--- src/rtl/reaction_display.sv ---
// Reaction-time result path: converts a captured tick count to milliseconds
// (restoring division + double-dabble) and multiplexes a 4-digit display.
module reaction_display #(
   parameter int CLK_PER_MS  = 50_000,
   parameter int REFRESH_DIV = 50_000
) (
   input  logic        i_clk_50m,
   input  logic        i_rst,
   input  logic [2:0]  i_state,
   input  logic [27:0] i_ticks,
   output logic [6:0]  o_seg_n,
   output logic [3:0]  o_dig_n,
   output logic [13:0] o_result_ms,
   output logic [13:0] o_best_ms,
   output logic        o_busy,
   output logic        o_done
);

   localparam logic [2:0] GS_IDLE  = 3'b000;
   localparam logic [2:0] GS_LATE  = 3'b011;
   localparam logic [2:0] GS_EARLY = 3'b110;
   localparam logic [2:0] GS_VALID = 3'b100;

   // Remainder never reaches CLK_PER_MS, so RW-1 bits hold it and RW bits hold the trial value.
   localparam int RW  = $clog2(CLK_PER_MS + 1) + 1;
   localparam int RCW = $clog2(REFRESH_DIV + 1);
   localparam logic [RW-1:0]  DIVISOR     = RW'(CLK_PER_MS);
   localparam logic [RCW-1:0] REFRESH_MAX = RCW'(REFRESH_DIV - 1);

   localparam logic [6:0] SEG_BLANK = 7'h7F;
   localparam logic [6:0] SEG_DASH  = 7'b0111111;
   localparam logic [6:0] SEG_E     = 7'b0000110;
   localparam logic [6:0] SEG_L     = 7'b1000111;

   typedef enum logic [1:0] {ST_IDLE, ST_DIV, ST_BCD, ST_DONE} conv_t;

   conv_t          state_q, state_d;
   logic [2:0]     prev_state_q;
   logic           capture;
   logic [4:0]     cnt_q;
   logic [27:0]    dividend_q, dividend_d;
   logic [RW-2:0]  rem_q, rem_d;
   logic [RW-1:0]  trial;
   logic           q_bit;
   logic [13:0]    quo_q;
   logic [15:0]    bcd_q;
   logic [15:0]    disp_q;
   logic [RCW-1:0] rcnt_q;
   logic [1:0]     idx_q, idx_d;
   logic [3:0]     lead_show;
   logic [6:0]     seg_d;

   function automatic logic [6:0] dec7(input logic [3:0] d);
      logic [6:0] s;
      case (d)
         4'd0:    s = 7'b1000000;
         4'd1:    s = 7'b1111001;
         4'd2:    s = 7'b0100100;
         4'd3:    s = 7'b0110000;
         4'd4:    s = 7'b0011001;
         4'd5:    s = 7'b0010010;
         4'd6:    s = 7'b0000010;
         4'd7:    s = 7'b1111000;
         4'd8:    s = 7'b0000000;
         4'd9:    s = 7'b0010000;
         default: s = SEG_BLANK;
      endcase
      return s;
   endfunction

   // One double-dabble step: add 3 to any digit >= 5, then shift in the next binary bit.
   function automatic logic [15:0] dabble(input logic [15:0] b, input logic in_bit);
      logic [15:0] a;
      for (int i = 0; i < 4; i++)
         a[4*i +: 4] = (b[4*i +: 4] >= 4'd5) ? b[4*i +: 4] + 4'd3 : b[4*i +: 4];
      return (a << 1) | {15'd0, in_bit};
   endfunction

   assign capture = (i_state == GS_VALID) && (prev_state_q != GS_VALID);

   always_ff @(posedge i_clk_50m or posedge i_rst) begin
      if (i_rst) begin
         prev_state_q <= GS_IDLE;
         state_q      <= ST_IDLE;
      end else begin
         prev_state_q <= i_state;
         state_q      <= state_d;
      end
   end

   always_comb begin
      state_d = state_q;
      o_busy  = (state_q != ST_IDLE);
      case (state_q)
         ST_IDLE: if (capture)          state_d = ST_DIV;
         ST_DIV:  if (cnt_q == 5'd27)   state_d = ST_BCD;
         ST_BCD:  if (cnt_q == 5'd13)   state_d = ST_DONE;
         ST_DONE:                       state_d = ST_IDLE;
         default:                       state_d = ST_IDLE;
      endcase
   end

   always_comb begin
      trial      = {rem_q, dividend_q[27]};
      q_bit      = (trial >= DIVISOR);
      rem_d      = q_bit ? (RW-1)'(trial - DIVISOR) : trial[RW-2:0];
      dividend_d = {dividend_q[26:0], q_bit};
   end

   // Arithmetic working registers carry no reset; the FSM decides when they are meaningful.
   always_ff @(posedge i_clk_50m) begin
      case (state_q)
         ST_IDLE: begin
            if (capture) begin
               dividend_q <= i_ticks;
               rem_q      <= '0;
            end
         end
         ST_DIV: begin
            dividend_q <= dividend_d;
            rem_q      <= rem_d;
            if (cnt_q == 5'd27) begin
               quo_q <= dividend_d[13:0];
               bcd_q <= '0;
            end
         end
         ST_BCD: begin
            bcd_q <= dabble(bcd_q, quo_q[13]);
            // Rotating lets the quotient return to its original value after 14 steps.
            quo_q <= {quo_q[12:0], quo_q[13]};
         end
         default: ;
      endcase
   end

   always_ff @(posedge i_clk_50m or posedge i_rst) begin
      if (i_rst) begin
         cnt_q       <= '0;
         o_done      <= 1'b0;
         o_result_ms <= '0;
         o_best_ms   <= 14'h3FFF;
         disp_q      <= '0;
      end else begin
         o_done <= 1'b0;
         case (state_q)
            ST_IDLE: if (capture) cnt_q <= '0;
            ST_DIV:  cnt_q <= (cnt_q == 5'd27) ? 5'd0 : cnt_q + 5'd1;
            ST_BCD:  cnt_q <= cnt_q + 5'd1;
            ST_DONE: begin
               o_done      <= 1'b1;
               o_result_ms <= quo_q;
               disp_q      <= bcd_q;
               if (quo_q < o_best_ms) o_best_ms <= quo_q;
            end
            default: ;
         endcase
      end
   end

   // Display multiplexer: output digit select and segments are both taken from the next index.
   always_comb begin
      idx_d        = (rcnt_q == REFRESH_MAX) ? idx_q + 2'd1 : idx_q;
      lead_show[3] = (disp_q[15:12] != 4'd0);
      lead_show[2] = lead_show[3] | (disp_q[11:8] != 4'd0);
      lead_show[1] = lead_show[2] | (disp_q[7:4] != 4'd0);
      lead_show[0] = 1'b1;
      seg_d        = SEG_BLANK;
      case (i_state)
         GS_IDLE:  seg_d = SEG_DASH;
         GS_EARLY: if (idx_d == 2'd3) seg_d = SEG_E;
         GS_LATE:  if (idx_d == 2'd3) seg_d = SEG_L;
         GS_VALID: if (lead_show[idx_d]) seg_d = dec7(disp_q[{idx_d, 2'b00} +: 4]);
         default:  seg_d = SEG_BLANK;
      endcase
   end

   always_ff @(posedge i_clk_50m or posedge i_rst) begin
      if (i_rst) begin
         rcnt_q  <= '0;
         idx_q   <= 2'd0;
         o_dig_n <= 4'b1110;
         o_seg_n <= SEG_BLANK;
      end else begin
         rcnt_q  <= (rcnt_q == REFRESH_MAX) ? '0 : rcnt_q + 1'b1;
         idx_q   <= idx_d;
         o_dig_n <= ~(4'b0001 << idx_d);
         o_seg_n <= seg_d;
      end
   end

endmodule

--- config.mk ---
export PLATFORM = sky130hd
export DESIGN_NAME = reaction_display
export DESIGN_NICKNAME = d
export VERILOG_FILES = /design/src/rtl/reaction_display.sv
export SDC_FILE = /design/constraint.sdc
export NUM_CORES = 1
export LEC_CHECK = 0
export ABC_AREA = 1
export CORE_AREA = 2 2 123 125
export DETAILED_ROUTE_END_ITERATION = 16
export DIE_AREA = 0 0 125 127
export GPL_TIMING_DRIVEN = 0
export HOLD_SLACK_MARGIN = 0.12
export MAX_ROUTING_LAYER = met4
export PLACE_DENSITY = 0.76
export SLEW_MARGIN = 20
export SYNTH_ARGS = -nofsm -noshare
export SYNTH_HDL_FRONTEND = slang
export SYNTH_SLANG_ARGS = --single-unit
--- constraint.sdc ---
create_clock -name i_clk_50m -period 10.6 [get_ports i_clk_50m]
set_input_delay 2.12 -clock i_clk_50m [delete_from_list [all_inputs] [get_ports i_clk_50m]]
set_output_delay 2.12 -clock i_clk_50m [all_outputs]
set_load 0.03 [all_outputs]
==> flow_metrics.py <==
metrics = {
    "setup_path": {
        "worst_setup_path_start_kind": "register",
        "crit_family": "buffers and inverters",
        "crit_type": "register to output pin",
        "crit_fanout": 4,
        "cp-end-kind": "output pin",
        "worstPathCellList": "inv_1 -> ha_1 -> inv_1 -> clkdlybuf4s50_1",
        "cp_num_buf_inv": 3,
        "slowest_stage": "clkdlybuf4s50_1",
        "cp.arrival_ns": 1.99,
        "critPathMaxStageDelay_ns": 0.69,
        "cp.required_ns": 8.48,
        "timing.rr.end": "dividend_q[8]",
        "cpMostUsedCell": "inv_1",
        "worst-r2r-cell-count": 7,
        "r2r-start": "state_q[1]",
        "regToRegSetupSlack_ns": 7.90,
    },
    "clock_tree": {
        "clk_pin_slew_ns": 0.06,
        "cts_resized": 0,
        "cts-root-buf": "clkbuf_16",
        "cts_max_level": 4,
        "hold_buffers": 0,
        "clock_sinks": 158,
        "clock_latency_ns": 0.43,
        "clockBufferDepth": 2,
        "cts_tree": "built",
        "post-cts-setup-buffers": 0,
        "cts_made_buffers": 17,
    },
    "worst_hold_path": {
        "whs_path_depth": 2,
        "holdPathEnd": "o_best_ms[10]",
        "min-delay-start": "o_best_ms[10]",
        "holdCritPathClass": "register to register",
    },
    "timing": {
        "slew_viol_final": 0,
        "fin_crit_ns": 4.11,
        "postLayoutSetupSlackWorst_ns": 6.49,
        "fin_setup_tns_ns": 0,
        "rsz0062_at_grt": "no",
        "finalCritPeriodShare_pct": 38.8,
        "tightest_slew_ns": 0.761,
        "fin_worst_skew_ns": 0.0110,
        "finalHoldViolCount": 0,
        "setup_viol": 0,
        "slew_headroom_pct": 49.3,
        "fmax_mhz": 243,
    },
    "placement": {
        "placed_area_um2": 9000,
        "place_congestion": 0.874,
        "portBuffers": 73,
        "post-place-ws_ns": 6.15,
        "dp_hpwl_um": 11700,
    },
    "pwr": {
        "ir_drop_mv": 0.159,
        "p_per_area_nw_per_um2": 322,
        "power_w": 0.00310,
        "cellLeakagePower_nw": 4.29,
    },
    "global_route": {
        "grt_pass1_wl_um": 28200,
        "grt_usage_pct": 22.5,
        "grt_overflow": 0,
        "grt_pass1_vias": 5945,
        "antenna_found_initial": 0,
        "grt_max_degree": 58,
    },
    "floorplan": {
        "die-height_um": 127,
        "io_pins": 74,
        "core-area_um2": 14400,
        "fp-row-count": 44,
        "start_util_pct": 54.9,
        "die_x_um": 125,
        "die_area_um2": 15900,
    },
    "cells_and_area": {
        "antenna_cells": 0,
        "fin_nets": 1026,
        "drive_above_1_share_pct": 11.3,
        "area_delta_synth_final_pct": 21.5,
        "post-route-cell-area_um2": 9620,
    },
    "yosys": {
        "ys_seq_area_share_pct": 55.0,
        "synth_area_um2": 7920,
        "avgSynthCellArea_um2": 9.16,
        "syn_nets": 930,
        "ys_warn_count": 0,
        "synth_cells": 864,
        "ys_seq_elements": 158,
        "synthDistinctLibCells": 40,
    },
    "detailed_routing": {
        "detail_route.vias_per_cell": 5.19,
        "top_layer": "met4",
        "route.met2.wl_um": 7760,
        "drt-wirelength-per-cell_um": 13.8,
        "wl_met3_um": 760,
        "postRouteWirelength_um": 16000,
        "dr.pass1.iters": 7,
        "vias": 6000,
        "drc": 0,
        "drt_iter0_markers": 396,
        "wl_met1_um": 7250,
        "ant_nets": 0,
    },
    "job": {
        "cap_violations": 0,
    },
    "outcome": {
        "status": "finished clean",
    },
}
-- flip-flops by register name (all words and copies together) (netlist names) --
register      cells
rcnt_q           16
o_seg_n           7
dividend_q       28
cnt_q             5
bcd_q            16
idx_q             2
prev_state_q      3
o_dig_n           4
o_done            1
state_q           2
rem_q            16
disp_q           16
o_result_ms      14
quo_q            14
o_best_ms        14
-- cell type report --
type,instances,area [µm²]
fill,1145,4800
sequential,158,4350
multi-input combinational,558,3020
timing repair buffer,77,828
clock buffer,22,485
inverter,126,477
tap,184,230
clock inverter,10,133
buffer,22,91.3
-- kinds of logic (layout without fill, tap and decap cells) --
kind of cell,count (synthesis),count (layout),share of synthesized area (%)
simple gates,353,353,19.8
flops,158,158,55.0
compound gates,149,149,9.91
buf+inv,148,257,7.14
fa+ha+maj,33,33,5.21
mux,13,13,1.85
xor+xnor,10,10,1.11
-- power breakdown --
group / switching [W] / internal (W)
Clock: 0.000237 / 0.000396
Sequential: 0.000171 / 0.00102
Combinational: 0.000809 / 0.000466
-- cell usage after synthesis, drive strengths merged --
cell      n  area, µm²
nor3     20        100
a211oi    2       15.0
o31ai     1       7.51
nor3b     1       7.51
or2       2       12.5
o221ai    1       8.76
inv     125        469
nor2     73        329
a221oi    1       8.76
edfxtp   74       2220
buf       2       16.3
o21ai    73        369
dfrtp    60       1500
a211o     2       17.5
a21oi    62        310
nand3    37        203
clkinv    1       5.00
nand2   206        826
xor2      7       61.3
o211ai    3       22.5
nand4     9       56.3
clkbuf   20       75.1
a31oi     1       6.26
dfstp    24        631
nor4      3       18.8
mux2     13        146
o22ai     3       18.8
nand3b    1       7.51
xnor2     3       26.3
and3      1       6.26
ha       33        413
-- how the worst max path moves through the flow --
| stage | start | to | slack [ns] | cells past startpoint |
|---|---|---|---|---|
| after floorplan | i_state[1] | dividend_q[0] | 5.44 | 5 |
| after global placement | i_state[1] | dividend_q[18] | 3.73 | 6 |
| after detailed placement | i_state[1] | dividend_q[17] | 6.15 | 7 |
| after CTS | state_q[0] | o_busy | 6.47 | 4 |
| after global routing | state_q[0] | o_busy | 6.37 | 4 |
| final | state_q[0] | o_busy | 6.49 | 4 |
-- stage by stage --
step	hold slack, ns	std cells	util, %
6_report	0.490	1157	66.7
5_1_grt	0.516	1157	66.7
4_1_cts	0.492	1157	66.7
3_5_place_dp	0.479	1125	62.4
3_3_place_gp	0.476	1121	61.6
2_1_floorplan	0.451	864	-
-- per-layer routing --
layer / GRT usage, % / up-vias
li1: - / 3036
met1: 29.2 / 2799
met2: 35.9 / 143
met3: 4.40 / 22
met4: 7.52 / 0
met5: - / -
-- worst reg2reg max path, stage by stage (launching register included) --
cell,delay [ns]
dfrtp_1,0.43
inv_1,0.14
ha_1,0.16
clkbuf_1,0.30
inv_1,0.15
clkbuf_1,0.37
a21oi_4,0.61
buf_8,0.25
-- cell usage in the layout, fill, tap and decap left out, types with 3 or more instances in the layout --
cell type / n
nand2_1: 189
inv_1: 123
edfxtp_1: 74
clkdlybuf4s50_1: 73
o21ai_0: 72
nor2_1: 63
a21oi_1: 60
dfrtp_1: 60
nand3_1: 35
ha_1: 33
dfstp_2: 24
clkbuf_1: 22
nor3_1: 20
clkbuf_16: 18
nand2_2: 15
mux2_2: 13
nand4_1: 9
xor2_1: 7
nor2_4: 6
clkinv_2: 5
nor2_2: 4
o211ai_1: 3
xnor2_1: 3
nor4_1: 3
o22ai_1: 3
bufinv_16: 3
buf_16: 3
(Power assumes the default switching activity.)
